$ cat src/rtl/dcache_miss_ctrl.sv
// Data-cache miss controller: on a load/store miss it freezes the pipeline,
// writes the dirty victim block back to memory (if needed), fetches the
// missing block as a burst of beats and strobes the refill into the cache.
// Optional feature: define DCACHE_MISS_CNT_EN to add a saturating 32-bit
// miss counter on o_miss_count.
module dcache_miss_ctrl #(
    parameter int unsigned ADDR_WIDTH = 64,
    parameter int unsigned SET_WIDTH  = 512,
    parameter int unsigned BEAT_WIDTH = 64
) (
    input  logic                  i_clk,
    input  logic                  i_arst_n,
    input  logic                  i_mem_access,
    input  logic                  i_hit,
    input  logic                  i_dirty,
    input  logic [ADDR_WIDTH-1:0] i_addr,
    input  logic [ADDR_WIDTH-1:0] i_addr_wb,
    input  logic [SET_WIDTH-1:0]  i_victim_block,
    output logic                  o_stall,
    output logic                  o_block_we,
    output logic [SET_WIDTH-1:0]  o_data_block,
    output logic                  o_mem_req_valid,
    input  logic                  i_mem_req_ready,
    output logic                  o_mem_req_we,
    output logic [ADDR_WIDTH-1:0] o_mem_req_addr,
    output logic                  o_mem_wvalid,
    input  logic                  i_mem_wready,
    output logic [BEAT_WIDTH-1:0] o_mem_wdata,
    input  logic                  i_mem_rvalid,
    input  logic [BEAT_WIDTH-1:0] i_mem_rdata
`ifdef DCACHE_MISS_CNT_EN
    ,
    output logic [31:0]           o_miss_count
`endif
);

    localparam int unsigned BEATS = SET_WIDTH / BEAT_WIDTH;
    localparam int unsigned CNT_W = (BEATS > 1) ? $clog2(BEATS) : 1;
    localparam int unsigned OFF_W = $clog2(SET_WIDTH / 8);
    localparam logic [CNT_W-1:0] LAST_BEAT = CNT_W'(BEATS - 1);
    localparam logic [ADDR_WIDTH-1:0] OFF_MASK = ADDR_WIDTH'((64'd1 << OFF_W) - 64'd1);

    typedef enum logic [2:0] {
        S_IDLE,
        S_WB_REQ,
        S_WB_DATA,
        S_RD_REQ,
        S_RD_DATA,
        S_REFILL
    } state_e;

    state_e                state_q, state_d;
    logic [CNT_W-1:0]      cnt_q, cnt_d;
    logic [ADDR_WIDTH-1:0] fill_addr_q, fill_addr_d;
    logic [ADDR_WIDTH-1:0] wb_addr_q, wb_addr_d;
    logic [SET_WIDTH-1:0]  victim_q, victim_d;
    logic [SET_WIDTH-1:0]  fill_q, fill_d;
    logic                  miss_c;

    assign miss_c = i_mem_access & ~i_hit;

    // State and datapath registers; reset abandons any transfer in flight.
    always_ff @(posedge i_clk or negedge i_arst_n) begin
        if (!i_arst_n) begin
            state_q     <= S_IDLE;
            cnt_q       <= '0;
            fill_addr_q <= '0;
            wb_addr_q   <= '0;
            victim_q    <= '0;
            fill_q      <= '0;
        end else begin
            state_q     <= state_d;
            cnt_q       <= cnt_d;
            fill_addr_q <= fill_addr_d;
            wb_addr_q   <= wb_addr_d;
            victim_q    <= victim_d;
            fill_q      <= fill_d;
        end
    end

    // Next-state, capture/fill updates and state-decoded outputs.
    always_comb begin
        state_d         = state_q;
        cnt_d           = cnt_q;
        fill_addr_d     = fill_addr_q;
        wb_addr_d       = wb_addr_q;
        victim_d        = victim_q;
        fill_d          = fill_q;
        o_stall         = 1'b0;
        o_block_we      = 1'b0;
        o_data_block    = '0;
        o_mem_req_valid = 1'b0;
        o_mem_req_we    = 1'b0;
        o_mem_req_addr  = '0;
        o_mem_wvalid    = 1'b0;
        o_mem_wdata     = '0;

        case (state_q)
            S_IDLE: begin
                // Stall is qualified with reset so every output reads 0 while held in reset.
                o_stall = miss_c & i_arst_n;
                if (miss_c) begin
                    fill_addr_d = i_addr & ~OFF_MASK;
                    wb_addr_d   = i_addr_wb;
                    victim_d    = i_victim_block;
                    cnt_d       = '0;
                    state_d     = i_dirty ? S_WB_REQ : S_RD_REQ;
                end
            end
            S_WB_REQ: begin
                o_stall         = 1'b1;
                o_mem_req_valid = 1'b1;
                o_mem_req_we    = 1'b1;
                o_mem_req_addr  = wb_addr_q;
                if (i_mem_req_ready) begin
                    cnt_d   = '0;
                    state_d = S_WB_DATA;
                end
            end
            S_WB_DATA: begin
                o_stall      = 1'b1;
                o_mem_wvalid = 1'b1;
                o_mem_wdata  = victim_q[int'(cnt_q)*BEAT_WIDTH +: BEAT_WIDTH];
                if (i_mem_wready) begin
                    cnt_d = cnt_q + CNT_W'(1);
                    if (cnt_q == LAST_BEAT) begin
                        state_d = S_RD_REQ;
                    end
                end
            end
            S_RD_REQ: begin
                o_stall         = 1'b1;
                o_mem_req_valid = 1'b1;
                o_mem_req_addr  = fill_addr_q;
                if (i_mem_req_ready) begin
                    cnt_d   = '0;
                    state_d = S_RD_DATA;
                end
            end
            S_RD_DATA: begin
                o_stall = 1'b1;
                if (i_mem_rvalid) begin
                    fill_d[int'(cnt_q)*BEAT_WIDTH +: BEAT_WIDTH] = i_mem_rdata;
                    cnt_d = cnt_q + CNT_W'(1);
                    if (cnt_q == LAST_BEAT) begin
                        state_d = S_REFILL;
                    end
                end
            end
            S_REFILL: begin
                o_stall      = 1'b1;
                o_block_we   = 1'b1;
                o_data_block = fill_q;
                state_d      = S_IDLE;
            end
            default: begin
                state_d = S_IDLE;
            end
        endcase
    end

`ifdef DCACHE_MISS_CNT_EN
    logic [31:0] miss_cnt_q, miss_cnt_d;

    // Count every departure from IDLE, saturating at all-ones.
    always_comb begin
        miss_cnt_d = miss_cnt_q;
        if ((state_q == S_IDLE) && miss_c && (miss_cnt_q != 32'hFFFF_FFFF)) begin
            miss_cnt_d = miss_cnt_q + 32'd1;
        end
    end

    // Miss counter register.
    always_ff @(posedge i_clk or negedge i_arst_n) begin
        if (!i_arst_n) begin
            miss_cnt_q <= '0;
        end else begin
            miss_cnt_q <= miss_cnt_d;
        end
    end

    assign o_miss_count = miss_cnt_q;
`endif

endmodule

$ cat config.mk
export PLATFORM = sky130hd
export DESIGN_NAME = dcache_miss_ctrl
export DESIGN_NICKNAME = d
export VERILOG_FILES = /design/src/rtl/dcache_miss_ctrl.sv
export SDC_FILE = /design/constraint.sdc
export NUM_CORES = 2
export LEC_CHECK = 0
export ABC_AREA = 1
export BUFFER_PORTS_ARGS = -buffer_cell sky130_fd_sc_hd__buf_2
export CAP_MARGIN = 20
export CORE_AREA = 3 3 524 526
export CTS_CLUSTER_SIZE = 8
export DETAILED_ROUTE_END_ITERATION = 12
export DIE_AREA = 0 0 527 529
export SETUP_SLACK_MARGIN = 0.3
export SLEW_MARGIN = 15
export SYNTH_ARGS = -nofsm -noshare
export SYNTH_HDL_FRONTEND = slang
export SYNTH_SLANG_ARGS = --single-unit
$ cat constraint.sdc
create_clock -name i_clk -period 3.9 [get_ports i_clk]
set_clock_uncertainty 0.1 [all_clocks]
set_input_delay 0.975 -clock i_clk [delete_from_list [all_inputs] [get_ports i_clk]]
set_output_delay 0.975 -clock i_clk [all_outputs]
set_load 0.01 [all_outputs]
Word-level counts from Yosys, hierarchy flattened
Index checks and enable logic that the tools add are counted.
{"block": "totals", "register_bits": 1152, "out_inout_bits": 645, "elab_cells": 59}
{"block": "op_classes", "addsub": 2, "n_eq_ne": 14, "n_shift": 3, "mux": 23, "bitwise": 3, "n_reduce_logical": 8}
{"operator": "$bwmux 512", "n": 1}
{"operator": "$mux 512", "n": 1}
{"operator": "$shift 64x34->512 const A", "n": 1}
{"operator": "$shiftx 512x10->64", "n": 1}
{"operator": "$shiftx 64x34->512", "n": 1}
{"operator": "$pmux 64 s2", "n": 1}
{"operator": "$mux 64", "n": 1}
{"operator": "$neg 9->34", "n": 1}
{"operator": "$mux 3", "n": 11}
{"operator": "$pmux 3 s5", "n": 1}
{"operator": "$ne 2x2->1 const B", "n": 7}
{"operator": "$pmux 3 s4", "n": 1}
{"operator": "$eq 3x3->1 const B", "n": 3}
{"operator": "$reduce_and 7->1", "n": 1}
{"operator": "$eq 3x2->1 const B", "n": 2}
{"operator": "$reduce_and 5->1", "n": 1}
{"operator": "$reduce_or 5->1", "n": 1}
{"operator": "$mux 1", "n": 4}
{"operator": "$reduce_and 2->1", "n": 2}
{"operator": "$reduce_bool 4->1", "n": 1}
{"operator": "$add 3x1->3 const B", "n": 1}
{"operator": "$eq 3x1->1 const B", "n": 1}
{"operator": "$logic_not 3->1", "n": 1}
{"operator": "$and 1x1->1", "n": 2}
{"operator": "other kinds (5)", "n": 5}

Logic depth before layout (Yosys ltp)
{"block": "logic_depth", "ltp_word": 4, "depth_mapped": 14, "ltp_nobuf": 9}

Worst setup path before layout
OpenSTA, ideal clock, no wires.
{"block": "synth_timing", "path_type": "input to output", "from": "input port i_hit", "to": "output port o_stall", "arrival_time_ps": 2099, "slack_ps": 726, "path_stages": 9, "n_path_buf": 4, "cell_sequence": "inv_1 -> nand2_1 -> buf_2 -> nor2_2 -> buf_2 -> buf_4 -> buf_2 -> nand2_1 -> nand4_1"}
{"block": "synth_between", "elab_chain_cells": 4}
{"element": "start: declaration", "line_no": "14", "text": "input logic i_hit,"}
{"element": "$not 1->1", "line_no": "60", "text": "assign miss_c = i_mem_access & ~i_hit;"}
{"element": "$and 1x1->1", "line_no": "60"}
{"element": "$and 1x1->1", "line_no": "101", "text": "o_stall = miss_c & i_arst_n;"}
{"element": "$pmux 1 s2", "line_no": "98", "text": "case (state_q)"}
{"element": "end: declaration", "line_no": "19", "text": "output logic o_stall,"}
Every way passes these cells.

Final worst setup path
{"block": "layout_timing", "from": "register cnt_q[0]", "to": "output port o_mem_wdata[17]"}
{"block": "layout_between", "elab_chain_cells": 2}
{"element": "start: declaration", "line_no": "53", "text": "logic [CNT_W-1:0] cnt_q, cnt_d;"}
{"element": "start signal: assignment", "line_no": "73", "text": "cnt_q <= cnt_d;"}
{"element": "$shiftx 512x10->64", "line_no": "123", "text": "o_mem_wdata = victim_q[int'(cnt_q)*BEAT_WIDTH +: BEAT_WIDTH];"}
{"element": "$mux 64", "line_no": "98"}
{"element": "end: declaration", "line_no": "28", "text": "output logic [BEAT_WIDTH-1:0] o_mem_wdata,"}
Every way passes these cells.

==> results.cfg <==
[sta]
slew_viol_final = 0
worst_pin_slew_ns = 1.06
hold_viol = 0
final_critical_path_setup_slack_ns = -0.201
finalSetupViolCount = 21
relSlewSlack = 0.292
period_utilisation_layout = 1.05
post-route-min-period_ns = 4.10
grt_setup_unrepaired = yes
timing.fmax_ghz = 0.244
setup_total_negative_slack_ns = -2.05

[detailed_routing]
post-route-drc-count = 0
routedWlPerCell_um = 25.2
dr.first_iter.drc_count = 4979
via_per_inst = 4.58
vias = 55200
detail-route-antenna-nets = 0
first_pass_iters = 9
postRouteWirelength_mm = 304

[finish]
layout-drive-gt1-share = 0.295
finalNetCount = 9139
multi_input_area_mm2 = 0.0225
final_cell_count_no_fill = 12100
final-seq-area_mm2 = 0.0288
num-fill-cells = 28600
area_of_all_placed_cells_without_fillers_mm2 = 0.0793
syn2layout_area_growth_pct = 46.8

[global_route]
grt_util_met2 = 0.334
total_global_route_track_usage = 0.200
top_usage_layer = met2
grt_first_pass_wirelength_mm = 398
grt.met1_usage = 0.229
vias_in_the_first_global_route = 51400
grt_start_max_net_pins = 199
grt_use_met3 = 0.0472
grt-ovfl-total = 0
initial_antenna_violation_count = 67

[floorplanning]
die_width_um = 527
core_region_area_mm2 = 0.271
die-height_um = 529
die_area_mm2 = 0.279
initial_utilization = 0.200
i_o_pin_count = 1357
floorplan.rows = 191

[yosys]
netlist.top_cell.by_area = dfrtp_1
main_area_contributors_after_synthesis = dfrtp_1 (53%), nand2_1 (11%), o21ai_0 (10%)
synth.avg_cell_area_um2 = 7.71
ys_dominant_reg_cell = dfrtp_1
nets_in_the_synthesized_netlist = 7731
post_synth_num_cell_types = 24
edff_count_synth = 0
synth_seq_area_share = 0.533
synthTopCellsByCount = nand2_1 (1624), dfrtp_1 (1152), o21ai_0 (1093), inv_1 (969), nor2_1 (742)
mappedNetlistArea_mm2 = 0.0540
synth_cells = 7012
synth_most_common_cell = nand2_1
synthesis.yosys.warnings = 0
synth_largest_type_area_fraction = 0.533
register_bit_count_reported_by_yosys = 1152
postSynth.asyncResetShare = 1.00

[clock_network]
clock_tree_from_tritoncts = yes
cts-htree-levels = 4
root_buffer = clkbuf_16
clkLatencyLatePin_ns = 0.81
numCtsBuffers = 170
path_clk_slew_ns = 0.06
cts_max_path_buffers = 4
cts.sink_count = 1152

[placement]
placed_cells = 11600
gpl.final_weighted_congestion = 0.907
place.port_buffers = 1350
place_area_mm2 = 0.0649
total_half_perimeter_wirelength_after_legalization_and_detailed_placement_mm = 211

[critical_path]
timing.critical_path.arrival_ns = 3.03
cp_max_fo = 7
timing_worst_setup_path_type = reg -> out
cp-end-kind = primary output
critical_path.startpoint_type = flop
worst-endpoint-required_ns = 2.82

[pwr]
p_per_area_mw_per_mm2 = 703
vdd.ir_drop.worst_mv = 0.408
leakage_nw = 37.0

[run_status]
result_of_the_run = complete, but fails checks
violations = negative setup slack

[job]
cap_violations = 0

[min_path]
hold_path_class = in -> reg
==> kinds of logic (layout without fill, tap and decap cells) <==
group | count (synthesis) | after routing | share of synthesized area
fa+ha+maj | 7 | 7 | 0.00162
buf+inv | 1493 | 2921 | 0.111
compound gates | 1592 | 1592 | 0.152
simple gates | 2768 | 2772 | 0.202
flops | 1152 | 1152 | 0.533
other cells | 0 | 58 | 0
==> final timing paths <==
kind	slack [ns]	from	depth (start not counted)	to
max in group asynchronous	1.27	i_arst_n	4	fill_q[158]
min in group asynchronous	0.50	i_arst_n	2	victim_q[262]
min reg2reg	0.37	fill_q[227]	2	fill_q[227]
min	0.26	i_victim_block[267]	3	victim_q[267]
max reg2reg	0.38	cnt_q[0]	14	fill_q[51]
max	-0.20	cnt_q[0]	8	o_mem_wdata[17]
==> timing repair <==
| action | CTS | global route |
|---|---|---|
| gates cloned | 59 | 54 |
| setup endpoints to repair | 644 | 674 |
| hold endpoints to repair | 5 | 0 |
| gates resized for setup | 548 | 968 |
| hold buffers | 1 | 0 |
| pin swaps | 111 | 149 |
| setup buffers | 66 | 61 |
==> per-layer routing <==
metal,routed length [um],share of wire
met2,144000,0.47
met1,112000,0.37
met5,85,0.00028
met4,24100,0.079
met3,24600,0.081
==> power breakdown <==
group	total [mW]	internal, mW	switching [mW]
sequential	17.5	15.9	1.60
clock	13.5	7.98	5.52
combinational	24.7	8.31	16.4
total	55.7	32.2	23.5
==> cell usage in the layout, fill, tap and decap left out, types with 39 or more instances in the layout <==
master        n
inv_1       966
a21oi_1     209
o21ai_0     991
o21ai_1     192
buf_12       84
o211ai_1     64
buf_6       290
clkbuf_16   209
buf_2      1076
buf_16       77
dfrtp_1    1147
nor2_1      396
a21oi_2      39
nor2_4      257
nand2_1    1565
buf_4       161
nand3_1     247
nor3_1      119
diode_2      58
nor2_2       94
==> layout make-up <==
cell class              instances  area share
clock buffers                 181      0.0555
diodes                         58     0.00183
clock inverters                15     0.00271
repair buffers               1745       0.188
inverters                     976      0.0469
well taps                    3570      0.0563
multi-input cells            4371       0.284
repair inverters                4    0.000931
flip-flops and latches       1152       0.364
==> worst max-delay path, stage by stage (launching register included) <==
cell and delay (ns):
dfrtp_4 0.48, buf_6 0.13, buf_16 0.14, buf_12 0.14
o211ai_1 0.65, nand3_1 0.28, nand2_2 0.20, nor2_4 0.05
buf_6 0.14
==> metrics by stage <==
step           power (mW)  setup WS (ns)   util  hold WS [ns]
2_1_floorplan        27.0          0.726      -         0.342
3_3_place_gp         36.0          0.382  0.240         0.355
3_5_place_dp         36.4          0.374  0.240         0.358
4_1_cts              53.2         -0.323  0.273         0.175
5_1_grt              58.7         -0.278  0.293         0.211
6_report             55.7         -0.201  0.293         0.259
==> registers in the layout, indices dropped and copies added, names as in the netlist <==
register / cells
fill_addr_q: 58
victim_q: 512
wb_addr_q: 64
cnt_q: 3
state_q: 3
fill_q: 512
(Power assumes the default switching activity.)
